## src/rtl/cp0_exc_sequencer_if.sv

```systemverilog
// Interface bundling the CP0 exception sequencer's pipeline-side inputs and
// its CP0/PC-side strobes.
//   master : pipeline/CP0 side; drives event, status and PC inputs, receives strobes.
//   slave  : the sequencer; receives events, drives flush/redirect/EPC/CAUSE/EXL strobes.
interface cp0_exc_sequencer_if;
  // Events and status
  logic [5:0]  int_req;
  logic [5:0]  im;
  logic        ie;
  logic        exl;
  logic        stall_in;
  logic        id_syscall;
  logic        id_unknown;
  logic        id_eret;
  logic        id_bj;
  logic        exe_overflow;
  logic        mem_bj;
  logic [31:0] id_pc;
  logic [31:0] exe_pc;
  logic [31:0] epc_out;
  // Strobes and status back to CP0 / PC
  logic        exc_flush;
  logic        pc_redirect;
  logic [31:0] redirect_pc;
  logic        epc_we;
  logic [31:0] epc_wdata;
  logic        cause_we;
  logic [4:0]  exc_code;
  logic        exc_bd;
  logic        exl_set;
  logic        exl_clr;
  logic [5:0]  int_pending;
  logic        busy;

  modport master (
    output int_req, im, ie, exl, stall_in, id_syscall, id_unknown, id_eret, id_bj,
           exe_overflow, mem_bj, id_pc, exe_pc, epc_out,
    input  exc_flush, pc_redirect, redirect_pc, epc_we, epc_wdata, cause_we, exc_code,
           exc_bd, exl_set, exl_clr, int_pending, busy
  );

  modport slave (
    input  int_req, im, ie, exl, stall_in, id_syscall, id_unknown, id_eret, id_bj,
           exe_overflow, mem_bj, id_pc, exe_pc, epc_out,
    output exc_flush, pc_redirect, redirect_pc, epc_we, epc_wdata, cause_we, exc_code,
           exc_bd, exl_set, exl_clr, int_pending, busy
  );
endinterface

```

## src/rtl/cp0_exc_sequencer.sv

```systemverilog
// CP0 exception/interrupt sequencer for the 5-stage MIPS pipeline.
// Prioritises EXE overflow, ERET, ID syscall, ID unknown opcode and external
// interrupts; sequences CAPT (EPC/CAUSE write) -> FLSH (pipeline flush) ->
// RDIR (redirect to EXC_VECTOR, set EXL), or a single-cycle ERET return.
// Ports:
//   clk   : system clock, rising edge
//   rst_n : asynchronous active-low reset
//   bus   : cp0_exc_sequencer_if.slave (events in, strobes out)
// Configuration macro INT_SYNC_EN: when defined, int_req passes through a
// 2-flop synchroniser; otherwise int_pending follows int_req combinationally.
module cp0_exc_sequencer #(
  parameter logic [31:0] EXC_VECTOR = 32'h0000_0008,
  parameter logic [31:0] PC_STEP    = 32'd4
) (
  input logic                   clk,
  input logic                   rst_n,
  cp0_exc_sequencer_if.slave    bus
);

  localparam logic [4:0] CodeOv  = 5'h0c;
  localparam logic [4:0] CodeSys = 5'h08;
  localparam logic [4:0] CodeRi  = 5'h0a;
  localparam logic [4:0] CodeInt = 5'h00;

  typedef enum logic [2:0] {StIdle, StCapt, StFlsh, StRdir, StEret} state_e;

  state_e      state_q, state_d;
  logic [5:0]  int_pending;
  logic        int_hit;
  logic        capture;
  logic [4:0]  code_d, code_q;
  logic [31:0] victim_pc;
  logic        victim_bd;
  logic [31:0] epc_q;
  logic        bd_q;
  logic        epc_en_q;

`ifdef INT_SYNC_EN
  logic [5:0] sync1_q, sync2_q;

  always_ff @(posedge clk or negedge rst_n) begin
    if (!rst_n) begin
      sync1_q <= '0;
      sync2_q <= '0;
    end else begin
      sync1_q <= bus.int_req;
      sync2_q <= sync1_q;
    end
  end

  assign int_pending = sync2_q;
`else
  assign int_pending = bus.int_req;
`endif

  assign int_hit = bus.ie & ~bus.exl & (|(int_pending & bus.im));

  // Next state and capture decode; events are only looked at in IDLE.
  always_comb begin
    state_d   = state_q;
    capture   = 1'b0;
    code_d    = code_q;
    victim_pc = epc_q;
    victim_bd = 1'b0;
    unique case (state_q)
      StIdle: begin
        if (!bus.stall_in) begin
          if (bus.exe_overflow) begin
            capture   = 1'b1;
            code_d    = CodeOv;
            victim_bd = bus.mem_bj;
            victim_pc = bus.mem_bj ? (bus.exe_pc - PC_STEP) : bus.exe_pc;
          end else if (bus.id_eret) begin
            // A coincident interrupt is left pending and re-evaluated afterwards.
            state_d = StEret;
          end else if (bus.id_syscall) begin
            capture   = 1'b1;
            code_d    = CodeSys;
            victim_pc = bus.id_pc;
          end else if (bus.id_unknown) begin
            capture   = 1'b1;
            code_d    = CodeRi;
            victim_pc = bus.id_pc;
          end else if (int_hit) begin
            capture   = 1'b1;
            code_d    = CodeInt;
            victim_bd = bus.id_bj;
            victim_pc = bus.id_bj ? (bus.id_pc - PC_STEP) : bus.id_pc;
          end
          if (capture) state_d = StCapt;
        end
      end
      StCapt:  state_d = StFlsh;
      StFlsh:  state_d = StRdir;
      StRdir:  state_d = StIdle;
      StEret:  state_d = StIdle;
      default: state_d = StIdle;
    endcase
  end

  always_ff @(posedge clk or negedge rst_n) begin
    if (!rst_n) begin
      state_q  <= StIdle;
      code_q   <= '0;
      epc_q    <= '0;
      bd_q     <= 1'b0;
      epc_en_q <= 1'b0;
    end else begin
      state_q <= state_d;
      if (capture) begin
        code_q   <= code_d;
        epc_q    <= victim_pc;
        // Nested exception (EXL already set): keep EPC and the old CAUSE.BD.
        bd_q     <= victim_bd & ~bus.exl;
        epc_en_q <= ~bus.exl;
      end
    end
  end

  logic        flush, redirect, epc_we, cause_we, exc_bd, exl_set, exl_clr;
  logic [31:0] redirect_pc, epc_wdata;
  logic [4:0]  exc_code;

  always_comb begin
    flush       = 1'b0;
    redirect    = 1'b0;
    redirect_pc = '0;
    epc_we      = 1'b0;
    cause_we    = 1'b0;
    exc_code    = '0;
    exc_bd      = 1'b0;
    exl_set     = 1'b0;
    exl_clr     = 1'b0;
    unique case (state_q)
      StCapt: begin
        cause_we = 1'b1;
        epc_we   = epc_en_q;
        exc_code = code_q;
        exc_bd   = bd_q;
      end
      StFlsh: flush = 1'b1;
      StRdir: begin
        redirect    = 1'b1;
        redirect_pc = EXC_VECTOR;
        exl_set     = 1'b1;
      end
      StEret: begin
        flush       = 1'b1;
        redirect    = 1'b1;
        redirect_pc = bus.epc_out;
        exl_clr     = 1'b1;
      end
      default: ;
    endcase
    epc_wdata = epc_we ? epc_q : 32'd0;
  end

  assign bus.exc_flush   = flush;
  assign bus.pc_redirect = redirect;
  assign bus.redirect_pc = redirect_pc;
  assign bus.epc_we      = epc_we;
  assign bus.epc_wdata   = epc_wdata;
  assign bus.cause_we    = cause_we;
  assign bus.exc_code    = exc_code;
  assign bus.exc_bd      = exc_bd;
  assign bus.exl_set     = exl_set;
  assign bus.exl_clr     = exl_clr;
  assign bus.int_pending = int_pending;
  assign bus.busy        = (state_q != StIdle);

endmodule

```

## src/flat_wrapper.sv

```systemverilog
// flat-port wrapper written by rule: the top's interface ports become plain ports
module cp0_exc_sequencer_flat 
#(
  parameter logic [31:0] EXC_VECTOR = 32'h0000_0008,
  parameter logic [31:0] PC_STEP    = 32'd4
)
  (clk, rst_n, bus_int_req, bus_im, bus_ie, bus_exl, bus_stall_in, bus_id_syscall, bus_id_unknown, bus_id_eret, bus_id_bj, bus_exe_overflow, bus_mem_bj, bus_id_pc, bus_exe_pc, bus_epc_out, bus_exc_flush, bus_pc_redirect, bus_redirect_pc, bus_epc_we, bus_epc_wdata, bus_cause_we, bus_exc_code, bus_exc_bd, bus_exl_set, bus_exl_clr, bus_int_pending, bus_busy);
  cp0_exc_sequencer_if bus_i ();
  input logic clk;
  input logic rst_n;
  input wire logic [$bits(bus_i.int_req)-1:0] bus_int_req;
  input wire logic [$bits(bus_i.im)-1:0] bus_im;
  input wire logic [$bits(bus_i.ie)-1:0] bus_ie;
  input wire logic [$bits(bus_i.exl)-1:0] bus_exl;
  input wire logic [$bits(bus_i.stall_in)-1:0] bus_stall_in;
  input wire logic [$bits(bus_i.id_syscall)-1:0] bus_id_syscall;
  input wire logic [$bits(bus_i.id_unknown)-1:0] bus_id_unknown;
  input wire logic [$bits(bus_i.id_eret)-1:0] bus_id_eret;
  input wire logic [$bits(bus_i.id_bj)-1:0] bus_id_bj;
  input wire logic [$bits(bus_i.exe_overflow)-1:0] bus_exe_overflow;
  input wire logic [$bits(bus_i.mem_bj)-1:0] bus_mem_bj;
  input wire logic [$bits(bus_i.id_pc)-1:0] bus_id_pc;
  input wire logic [$bits(bus_i.exe_pc)-1:0] bus_exe_pc;
  input wire logic [$bits(bus_i.epc_out)-1:0] bus_epc_out;
  output wire logic [$bits(bus_i.exc_flush)-1:0] bus_exc_flush;
  output wire logic [$bits(bus_i.pc_redirect)-1:0] bus_pc_redirect;
  output wire logic [$bits(bus_i.redirect_pc)-1:0] bus_redirect_pc;
  output wire logic [$bits(bus_i.epc_we)-1:0] bus_epc_we;
  output wire logic [$bits(bus_i.epc_wdata)-1:0] bus_epc_wdata;
  output wire logic [$bits(bus_i.cause_we)-1:0] bus_cause_we;
  output wire logic [$bits(bus_i.exc_code)-1:0] bus_exc_code;
  output wire logic [$bits(bus_i.exc_bd)-1:0] bus_exc_bd;
  output wire logic [$bits(bus_i.exl_set)-1:0] bus_exl_set;
  output wire logic [$bits(bus_i.exl_clr)-1:0] bus_exl_clr;
  output wire logic [$bits(bus_i.int_pending)-1:0] bus_int_pending;
  output wire logic [$bits(bus_i.busy)-1:0] bus_busy;
  assign bus_i.int_req = bus_int_req;
  assign bus_i.im = bus_im;
  assign bus_i.ie = bus_ie;
  assign bus_i.exl = bus_exl;
  assign bus_i.stall_in = bus_stall_in;
  assign bus_i.id_syscall = bus_id_syscall;
  assign bus_i.id_unknown = bus_id_unknown;
  assign bus_i.id_eret = bus_id_eret;
  assign bus_i.id_bj = bus_id_bj;
  assign bus_i.exe_overflow = bus_exe_overflow;
  assign bus_i.mem_bj = bus_mem_bj;
  assign bus_i.id_pc = bus_id_pc;
  assign bus_i.exe_pc = bus_exe_pc;
  assign bus_i.epc_out = bus_epc_out;
  assign bus_exc_flush = bus_i.exc_flush;
  assign bus_pc_redirect = bus_i.pc_redirect;
  assign bus_redirect_pc = bus_i.redirect_pc;
  assign bus_epc_we = bus_i.epc_we;
  assign bus_epc_wdata = bus_i.epc_wdata;
  assign bus_cause_we = bus_i.cause_we;
  assign bus_exc_code = bus_i.exc_code;
  assign bus_exc_bd = bus_i.exc_bd;
  assign bus_exl_set = bus_i.exl_set;
  assign bus_exl_clr = bus_i.exl_clr;
  assign bus_int_pending = bus_i.int_pending;
  assign bus_busy = bus_i.busy;
  cp0_exc_sequencer #(.EXC_VECTOR(EXC_VECTOR), .PC_STEP(PC_STEP)) u_core (.clk(clk), .rst_n(rst_n), .bus(bus_i));
endmodule
```

## config.mk

```make
export PLATFORM = sky130hd
export DESIGN_NAME = cp0_exc_sequencer_flat
export DESIGN_NICKNAME = d
export VERILOG_FILES = /design/src/rtl/cp0_exc_sequencer_if.sv /design/src/rtl/cp0_exc_sequencer.sv /design/src/flat_wrapper.sv
export SDC_FILE = /design/constraint.sdc
export NUM_CORES = 1
export LEC_CHECK = 0
export BUFFER_PORTS_ARGS = -buffer_cell sky130_fd_sc_hd__buf_2
export CELL_PAD_IN_SITES_DETAIL_PLACEMENT = 1
export CELL_PAD_IN_SITES_GLOBAL_PLACEMENT = 1
export CORE_MARGIN = 2
export CORE_UTILIZATION = 32
export DETAILED_ROUTE_END_ITERATION = 6
export PLACE_DENSITY_LB_ADDON = 0.1
export SKIP_CTS_REPAIR_TIMING = 1
export SYNTH_ARGS = -nofsm -noshare
export SYNTH_HDL_FRONTEND = slang
export SYNTH_SLANG_ARGS = --single-unit
```

## constraint.sdc

```tcl
create_clock -name clk -period 2.3 [get_ports clk]
set_clock_uncertainty 0.05 [all_clocks]
set_input_delay 0 -clock clk [delete_from_list [all_inputs] [get_ports clk]]
set_output_delay 0 -clock clk [all_outputs]
set_load 0.03 [all_outputs]
```

# Yosys cells after proc, flatten, opt, wreduce, memory -nomap -nowiden
# Cells that the tools add are included.
# totals
register_bits,42
inputBits,119
output_inout_bits,83
elab_cells,72
# classes
add_sub_neg,2
n_eq_ne,8
muxes,43
n_bitwise,6
reduce_logical,8
# ops
operator,count
$mux W32,8
$pmux W32 S2,1
$sub A32 B3 Y32 const B,2
$mux W5,6
$mux W1,23
$mux W3,4
$pmux W3 S3,1
$and A6 B6 Y6,1
$eq A3 B2 Y1 const B,2
$ne A3 B2 Y1 const B,2
$reduce_or A6 Y1,1
$reduce_and A5 Y1,1
$reduce_bool A4 Y1,1
$reduce_or A2 Y1,2
$and A1 B1 Y1,3
$eq A3 B1 Y1 const B,1
$eq A3 B3 Y1 const B,1
$logic_not A3 Y1,1
$reduce_and A3 Y1,1
$reduce_bool A3 Y1,1
$ne A2 B1 Y1 const B,1
$ne A2 B2 Y1 const B,1
$not A1 Y1,2

# Longest topological paths before layout
# Gate-level depths: netlist of the first run.
# depth
depth_word,13
ltp_mapped,8

# Worst setup path after synthesis of the first run
# OpenSTA, ideal clock, no wires.
# synth_timing
kind,register to register
start,register u_core.state_q[1]
end,register u_core.epc_q[0]
setup_ns,0.135
t_arrival_ns,1.990
setup_slack_ns,0.125
path_stages_with_launch,9
path_buffers,3
period_less_slack_ns,2.175
cell_sequence,dfrtp_1 clkbuf_1 or3_1 nor3b_1 o21ai_2 clkbuf_1 buf_1 nand2_1 o21ai_0
# synth_via
elab_chain_cells,3
# synth_lines
element,line_no,rtl
start: declaration,cp0_exc_sequencer.sv:27,"state_e state_q, state_d;"
start signal: assignment,cp0_exc_sequencer.sv:103,state_q <= StIdle;
start signal: assignment,cp0_exc_sequencer.sv:109,state_q <= state_d;
$logic_not A3 Y1 (*),cp0_exc_sequencer.sv:65,unique case (state_q)
$mux W1,cp0_exc_sequencer.sv:65,
$reduce_and A5 Y1 (no line) (*),--,
end signal: assignment,cp0_exc_sequencer.sv:112,epc_q <= victim_pc;
end: declaration,cp0_exc_sequencer.sv:34,logic [31:0] epc_q;
# Mark *: on every way between the ends. The rest lies on a longest branch, timed or not.
# A chain may end at the register's enable or synchronous reset.

# Final worst setup path of the first run
# layout_timing
start,input bus_id_syscall
end,register u_core.epc_q[4]
# layout_via
elab_chain_cells,8
word_cells_on_any_way,12
classes_between,mux (10); reduce/logical (2)
# layout_lines
element,line_no,rtl
start: declaration,flat_wrapper.sv:16,input wire logic [$bits(bus_i.id_syscall)-1:0] bus_id_syscall;
$mux W1,cp0_exc_sequencer.sv:76,end else if (bus.id_syscall) begin
$mux W1,cp0_exc_sequencer.sv:73,end else if (bus.id_eret) begin
$mux W1,cp0_exc_sequencer.sv:68,if (bus.exe_overflow) begin
$mux W1,cp0_exc_sequencer.sv:67,if (!bus.stall_in) begin
$mux W1,cp0_exc_sequencer.sv:65,
$mux W1,cp0_exc_sequencer.sv:67,
$mux W1,cp0_exc_sequencer.sv:65,
$reduce_and A5 Y1 (no line),--,
# Parallel ways exist; a longest one is shown, timed or not. The select of a mux whose other input is x is not followed.

==> out/metrics.cfg, run 1 <==
[layout]
area_growth_pct=40.4
multiInputGateArea_um2=2570
drive_above_1_share_pct=38.0
finalInstanceArea_um2=5280
layout.cells.non_filler=832
diodes=0
nFillCells=1488
final_cell_mix=199 x buf_2, 44 x nand2_1, 40 x dfrtp_1, 37 x and2_1, 36 x nor3_1
num-nets-final=809
mostFrequentLayoutCell=buf_2
seqCellArea_um2=1000
fin_util_pct=46.2

[drt]
dr.pass1.iters=4
first_iter_violations=205
ant_nets=0
vias=4492
via_per_inst=5.40
routed_wl_um=14800
post_drt_wl_per_cell_um=17.8
drc_errors=0

[synthesis]
syn-instance-count=480
synthTopCellsByArea=dfrtp_1 27%, xnor2_1 6.3%, and2_1 6.2%, and3_1 5.3%, nor4_1 4.8%
yosysUniqueCellTypes=58
ys.flop_type=dfrtp_1
synth_edf_count=0
yosysSeqAreaShare_pct=26.6
syn_avg_cell_area_um2=7.83
synth-async-reset-ratio_pct=100
synth_warnings=0
ys_ff_latch=40
mappedNetlistArea_um2=3760
synth_top_area_cell=dfrtp_1
synth_top_area_share_pct=26.6

[timing]
max_slew_margin_pct=33.6
worst_slack_ns=0.167
whs_ns=-0.0363
rsz0062_at_grt=no
tightest_slew_ns=0.996
post-route-period-util_pct=92.7
min_period_ns=2.13
setup_viol=0
hold_violations=3
final_max_slew_viol_count=0
fin_tns_setup_ns=0
fmax_ghz=0.469

[critical_path]
arrival_ns=2.26
worstPathRequired_ns=2.43
worstSetupEndpointType=flop
worstReg2RegStart=u_core.state_q[1]
startpoint_type=input port
crit_path_start=bus_id_syscall
cp_max_fo=33
critPathKind=input port to flop

[job]
maxCapViolations=0

[floorplan]
ios=202
die_area_um2=12600
core_um2=11400
initial_utilization_pct=32.9
die_width_um=112
num_rows=39
die_h_um=112

[power]
switching_share_pct=40.7
internal_power_mw=2.26
irDropWorstVdd_uv=342
pwr-share-comb_pct=46.1
seq_power_share_pct=30.8
power.density_nw_per_um2=724
p_total_mw=3.82
switching_power_mw=1.55
p_clk_share_pct=23.1
p_leak_nw=2.63

[cts]
cts_buffers=5
clk_latency_ns=0.28
ctsHtreeMaxLevel=2
cts_sinks=40
clk_path_buf_depth=2
clockRootBuffer=clkbuf_16
cts_tree=done
path_clk_slew_ns=0.07

[placed_design]
gp_congestion=0.833
dp_hpwl_um=11800
placed_area_um2=5030
io_buffer_count=199
place_inst=818
dp_slack_ns=0.155

[outcome]
violations=hold timing
status=finished, violations left

[global_routing]
gr-total-overflow=0
grt_use_total_pct=23.1
grt_pass1_wl_um=23500
grt_max_degree=41
grt_pass1_vias=4467
antenna_found_initial=0

[worst_hold_path]
hp-class=input port to flop
hold_start=bus_exe_pc[0]

power by group through the flow:
stage               registers, mW  logic [mW]  clock network, mW
finish                       1.18        1.76              0.882
global placement             1.18        1.73                  0
floorplan                    1.15        1.11                  0
CTS                          1.18        1.77              0.901
global route                 1.22        1.94              0.926
detailed placement           1.19        1.77                  0
routing by layer:
metal	up-vias	GRT usage, %	wire length (µm)	share of wire (%)
met5	-	0	0	0
met1	2158	29.3	6450	44
met2	147	41.7	7400	50
met4	0	4.63	133	0.90
met3	10	3.56	829	5.6
li1	2177	-	-	-
cell type report:
type	count	share of cell area [%]
repair buffers	237	24.8
clock buffers	7	2.89
well taps	143	3.39
multi-input cells	395	48.7
clock inverters	1	0.569
flip-flops and latches	40	19.0
inverters	9	0.640
state kept, by name, summed over array words and instances (netlist names):
signal	count
u_core.epc_en_q	1
u_core.epc_q	32
u_core.state_q	3
u_core.bd_q	1
u_core.code_q	3
critical path: stages:
cell	delay [ns]
dlygate4sd3_1	0.53
buf_2	0.17
or3_2	0.52
o21ai_4	0.45
buf_12	0.24
mux2_2	0.34
synthesized netlist by cell type, drive strengths merged, types with 5 or more instances:
master and count:
inv 9, buf 11, nor3 36, dfrtp 40
xor2 6, o21ai 27, and2 38, nand4 10
o31a 16, xnor2 27, nand3 12, and3 32
nor3b 6, or4 5, nand2 44, nor4 31
a21oi 5, or3 10, o31ai 13, clkbuf 26
nor2 18, mux2i 11
worst paths after layout:
check / endpoint / slack (ns) / cells after the start
setup reg to reg: u_core.epc_q[26] / 0.28 / 5
hold reg to reg: u_core.code_q[1] / 0.42 / 2
max in group asynchronous: u_core.epc_q[25] / 1.20 / 2
min in group asynchronous: u_core.epc_q[6] / 0.38 / 2
setup / recovery: u_core.epc_q[4] / 0.17 / 6
hold / removal: u_core.epc_q[0] / -0.04 / 3
cells by family (layout without fill, tap and decap cells):
kind of cell | count (synthesis) | count (layout) | synth area share, %
buf+inv | 46 | 254 | 5.66
simple gates | 263 | 263 | 40.4
compound gates | 82 | 82 | 15.3
xor+xnor | 33 | 33 | 7.69
fa+ha+maj | 2 | 2 | 0.666
other cells | 1 | 2 | 0.0998
flops | 40 | 40 | 26.6
mux | 13 | 13 | 3.53
Note: power is estimated with default switching activity, not from simulation.
==> inputs of run 2 (changes only) <==
HOLD_SLACK_MARGIN = 0.02   (was not set)
==> run 2 against run 1 <==
The flow now finishes without violations. Global-route usage did not move. First-iteration DRC count fell by 5.9%. Largest power group unchanged. Non-clock buffer count rose by 4. Largest cell class unchanged.
==> out/metrics.cfg, run 2 (synthesized netlist as in run 1, its figures left out) <==
[critical_path]
arrival_ns=2.29  ; +0.03 ns
startpoint_type=input port
critPathCapture=u_core.epc_q[4]
critPathKind=input port to flop
r2r_slack_ns=0.28  ; about the same
r2r_end=u_core.epc_q[26]
crit_path_cell_trace=dlygate4sd3_1 -> buf_2 -> or3_2 -> o21ai_4 -> buf_12 -> mux2_2
slowest_delay_ns=0.54  ; about the same
cp_max_fo=33  ; unchanged
worstSetupEndpointType=flop
crit_path_start=bus_id_unknown
rr_worst_depth=5  ; unchanged
worstReg2RegStart=u_core.state_q[1]
slowest_stage=or3_2
worstPathRequired_ns=2.43  ; about the same

[floorplan]
die_area_um2=12600  ; unchanged
num_rows=39  ; unchanged
initial_utilization_pct=32.9  ; unchanged
core_um2=11400  ; unchanged
ios=202  ; unchanged
die_h_um=112  ; unchanged
die_width_um=112  ; unchanged

[drt]
first_iter_violations=193  ; -5.9%
dr.pass1.iters=4  ; unchanged
via_per_inst=5.40  ; about the same
drc_errors=0  ; unchanged
post_drt_wl_per_cell_um=17.9  ; +0.60%
routed_wl_um=15000  ; +1.1%
vias=4514  ; +0.49%
ant_nets=0  ; unchanged

[timing]
tightest_slew_ns=1.00  ; +0.00671 ns
fmax_ghz=0.462  ; -1.4%
final_max_slew_viol_count=0  ; unchanged
post-route-period-util_pct=94.1  ; +1.3 points
max_slew_margin_pct=33.2  ; -0.45 points
whs_ns=0.0252  ; +0.0615 ns
setup_viol=0  ; unchanged
worst_slack_ns=0.136  ; -0.0310 ns
rsz0062_at_grt=no
fin_tns_setup_ns=0  ; unchanged
hold_violations=0  ; -3
min_period_ns=2.16  ; +0.0310 ns

[cts]
cts_buffers=5  ; unchanged
path_clk_slew_ns=0.06  ; about the same
cts_sinks=40  ; unchanged
cts_tree=done
ctsHtreeMaxLevel=2  ; unchanged
clockRootBuffer=clkbuf_16
clk_latency_ns=0.28  ; about the same
clk_path_buf_depth=2  ; unchanged

[global_routing]
grt_use_total_pct=23.1  ; unchanged
gr-total-overflow=0  ; unchanged
grt_pass1_vias=4467  ; unchanged
grt_max_degree=41  ; unchanged
antenna_found_initial=0  ; unchanged
grt_pass1_wl_um=23500  ; unchanged

[layout]
diodes=0  ; unchanged
finalInstanceArea_um2=5320  ; +0.76%
layout.cells.non_filler=836  ; +0.48%
area_growth_pct=41.5
regMostFlops=u_core.epc_q
drive_above_1_share_pct=37.8  ; -0.22 points
largestRegisters=u_core.epc_q x32, u_core.code_q x3, u_core.state_q x3
seqCellArea_um2=1000  ; unchanged
final_cell_mix=199 x buf_2, 44 x nand2_1, 40 x dfrtp_1, 37 x and2_1, 36 x nor3_1
nFillCells=1492  ; +0.27%
mostFrequentLayoutCell=buf_2
num-nets-final=813  ; +0.49%
multiInputGateArea_um2=2570  ; unchanged
largest_reg_flops=32  ; unchanged

[worst_hold_path]
hp-class=input port to flop
hold_start=bus_exe_overflow
whs_path_depth=3  ; unchanged

[placed_design]
dp_hpwl_um=11800  ; unchanged
placed_area_um2=5030  ; unchanged
gp_congestion=0.833  ; unchanged
io_buffer_count=199  ; unchanged
dp_slack_ns=0.155  ; unchanged
place_inst=818  ; unchanged

[power]
power.density_nw_per_um2=722  ; -0.26%
p_leak_nw=2.65  ; +0.64%
irDropWorstVdd_uv=341  ; -0.20%

[outcome]
status=complete, no violations

[job]
maxCapViolations=0  ; unchanged

## run 2: changes by cell type in the layout (fill, tap and decap cells not counted)
cell,delta
dlygate4sd3_1,+4
## run 2: final cells by class
class | instances | share of cell area (%)
Sequential cell | 40 | 18.8
Tap cell | 143 | 3.37
Timing Repair Buffer | 241 | 25.4
Clock buffer | 7 | 2.87
Clock inverter | 1 | 0.565
Inverter | 9 | 0.636
Multi-Input combinational cell | 395 | 48.4
## run 2: layer usage
| layer | global-route usage [%] | vias up | wire length, µm |
|---|---|---|---|
| li1 | - | 2188 | - |
| met1 | 29.3 | 2183 | 6520 |
| met2 | 41.7 | 133 | 7530 |
| met3 | 3.56 | 10 | 795 |
| met4 | 4.63 | 0 | 133 |
| met5 | 0 | - | 0 |
## run 2: report_power, final
group | total, mW | switching [mW] | internal (mW)
Combinational | 1.77 | 1.10 | 0.672
Clock | 0.888 | 0.315 | 0.573
Sequential | 1.18 | 0.152 | 1.03
Total | 3.84 | 1.57 | 2.27
## run 2: per-stage QoR
stage	utilization (%)	total power, mW
6_report	46.5	3.84
3_3_place_gp	44.1	2.90
4_1_cts	45.7	3.85
5_1_grt	46.5	4.10
3_5_place_dp	44.1	2.96
2_1_floorplan	-	2.25
## run 2: worst min-delay path by stage
| stage | to |
|---|---|
| floorplan | u_core.bd_q |
| global placement | u_core.epc_q[6] |
| detailed placement | u_core.epc_q[6] |
| CTS | u_core.epc_q[6] |
| global route | u_core.epc_q[30] |
| finish | u_core.state_q[2] |
## run 2: critical path, delay by kind of cell
family	cells	cell delay, ns
compound gates	1	0.45
buf+inv	3	0.94
mux	1	0.34
simple gates	1	0.54
==> inputs of run 3 (changes only) <==
--- a/config.mk
+++ b/config.mk
@@ -12,4 +12,5 @@
 export CORE_UTILIZATION = 32
 export DETAILED_ROUTE_END_ITERATION = 6
+export GPL_ROUTABILITY_DRIVEN = 0
 export HOLD_SLACK_MARGIN = 0.02
 export PLACE_DENSITY_LB_ADDON = 0.1
==> constraint.sdc (replaced) <==
create_clock -name clk -period 2.3 [get_ports clk]
set_clock_uncertainty 0.05 [all_clocks]
set_input_delay 0.46 -clock clk [delete_from_list [all_inputs] [get_ports clk]]
set_output_delay 0.46 -clock clk [all_outputs]
set_load 0.03 [all_outputs]
==> run 3 against run 2 <==
Non-clock buffer count grew 13. Critical path depth is the same. Flip-flop and latch count unchanged. Combinational power about the same. Die area stayed put.
==> out/metrics.cfg, run 3 (synthesized netlist as in run 1, its figures left out) <==
[global_routing]
grt_pass1_wl_um=23800  ; +1.3%
grt_max_degree=35  ; -15%
grt_pass1_vias=4601  ; +3.0%
grt_use_total_pct=23.4  ; +0.25 points
gr-total-overflow=0  ; unchanged
antenna_found_initial=0  ; unchanged

[cts]
clk_latency_ns=0.28  ; about the same
cts_buffers=5  ; unchanged
cts_sinks=40  ; unchanged
clockRootBuffer=clkbuf_16
clk_path_buf_depth=2  ; unchanged
ctsHtreeMaxLevel=2  ; unchanged
path_clk_slew_ns=0.06  ; about the same
cts_tree=done

[timing]
post-route-period-util_pct=97.4  ; +3.3 points
tightest_slew_ns=0.571  ; -0.432 ns
final_max_slew_viol_count=0  ; unchanged
max_slew_margin_pct=61.9  ; +29 points
min_period_ns=2.24  ; +0.0769 ns
whs_ns=0.119  ; +0.0941 ns
worst_slack_ns=0.0594  ; -0.0769 ns
hold_violations=0  ; unchanged
fmax_ghz=0.446  ; -3.4%
rsz0062_at_grt=no
setup_viol=0  ; unchanged
fin_tns_setup_ns=0  ; unchanged

[critical_path]
worstPathRequired_ns=2.47  ; +0.04 ns
worstSetupEndpointType=flop
slowest_stage=or4_4
critPathKind=input port to flop
cp_common_cell=or4_4
critPathBufInv=1  ; -2
arrival_ns=2.42  ; +0.13 ns
startpoint_type=input port
cpLargestDelayFamily=simple AND/OR/NAND/NOR gates
crit_path_cell_trace=buf_2 -> or4_4 -> or4b_4 -> or4_4 -> a211oi_2 -> a211o_2
cp_max_fo=2  ; -94%
slowest_delay_ns=0.55  ; about the same

[layout]
regMostFlops=u_core.epc_q
diodes=0  ; unchanged
finalInstanceArea_um2=5440  ; +2.3%
seqCellArea_um2=1000  ; unchanged
final_cell_mix=199 x buf_2, 50 x buf_4, 44 x nand2_1, 40 x dfrtp_1, 37 x and2_1
largestRegisters=u_core.epc_q x32, u_core.code_q x3, u_core.state_q x3
drive_above_1_share_pct=40.8  ; +3.0 points
mostFrequentLayoutCell=buf_2
nFillCells=1480  ; -0.80%
area_growth_pct=44.7
largest_reg_flops=32  ; unchanged
multiInputGateArea_um2=2610  ; +1.7%
num-nets-final=826  ; +1.6%

[drt]
wl_met3_um=855  ; +7.5%
drc_errors=0  ; unchanged
post_drt_wl_per_cell_um=17.8  ; -0.87%
first_iter_violations=151  ; -22%
dr.pass1.iters=4  ; unchanged
vias=4572  ; +1.3%
wl_met1_um=6400  ; -1.8%
wl_met2_um=7630  ; +1.4%
ant_nets=0  ; unchanged
routed.top_layer=met4
via_per_inst=5.39  ; -0.27%
routed_wl_um=15100  ; +0.67%

[floorplan]
core_um2=11400  ; unchanged
die_area_um2=12600  ; unchanged
die_width_um=112  ; unchanged
initial_utilization_pct=32.9  ; unchanged
num_rows=39  ; unchanged
die_h_um=112  ; unchanged
ios=202  ; unchanged

[power]
p_leak_nw=2.72  ; +2.8%
irDropWorstVdd_uv=334  ; -2.0%
power.density_nw_per_um2=679  ; -5.9%
p_total_mw=3.69  ; -3.8%

[worst_hold_path]
hp-class=input port to async pin

[placed_design]
placed_area_um2=5250  ; +4.3%
dp_hpwl_um=12100  ; +2.7%
io_buffer_count=199  ; unchanged
dp_slack_ns=-0.259  ; -0.414 ns

[job]
maxCapViolations=0  ; unchanged

[outcome]
status=complete, no violations

run 3: changes by cell type in the layout (fill, tap and decap cells not counted), sizes merged:
cell,previous run,this run
buf,231,254
dlygate4sd3,10,0
clkbuf,7,8
bufinv,1,0
run 3: layer usage:
metal  track usage, %  vias up
li1                 -     2211
met1             28.6     2195
met2             44.0      154
met3             2.75       12
met4             4.72        0
met5                0        -
run 3: worst paths after layout:
| check | start | end | slack, ns | depth (start not counted) |
|---|---|---|---|---|
| max in group asynchronous | rst_n | u_core.epc_q[25] | 1.56 | 2 |
| worst min register to register | u_core.code_q[2] | u_core.code_q[2] | 0.42 | 1 |
| worst max-delay path | bus_id_pc[22] | u_core.epc_q[31] | 0.06 | 6 |
| min in group clk | bus_exl | u_core.bd_q | 0.34 | 2 |
| worst min-delay path | rst_n | u_core.epc_q[9] | 0.12 | 1 |
| worst max register to register | u_core.state_q[1] | u_core.epc_q[22] | 0.20 | 6 |
run 3: per-stage QoR:
stage | utilization (%) | instances
final | 47.6 | 849
after global routing | 47.6 | 849
after CTS | 47.2 | 848
after detailed placement | 46.0 | 840
after global placement | 46.0 | 840
after floorplan | - | 481
run 3: report_power, final:
group	leakage (nW)	internal [mW]	switching (mW)
Clock	0.0712	0.433	0.284
Combinational	2.15	0.685	1.06
Sequential	0.497	1.03	0.203
Total	2.72	2.14	1.55
run 3: cell type report:
type,instances,area share [%]
flip-flops and latches,40,18.4
inverters,9,0.622
clock buffers,8,2.69
repair buffers,254,26.9
well taps,143,3.29
multi-input cells,395,48.1
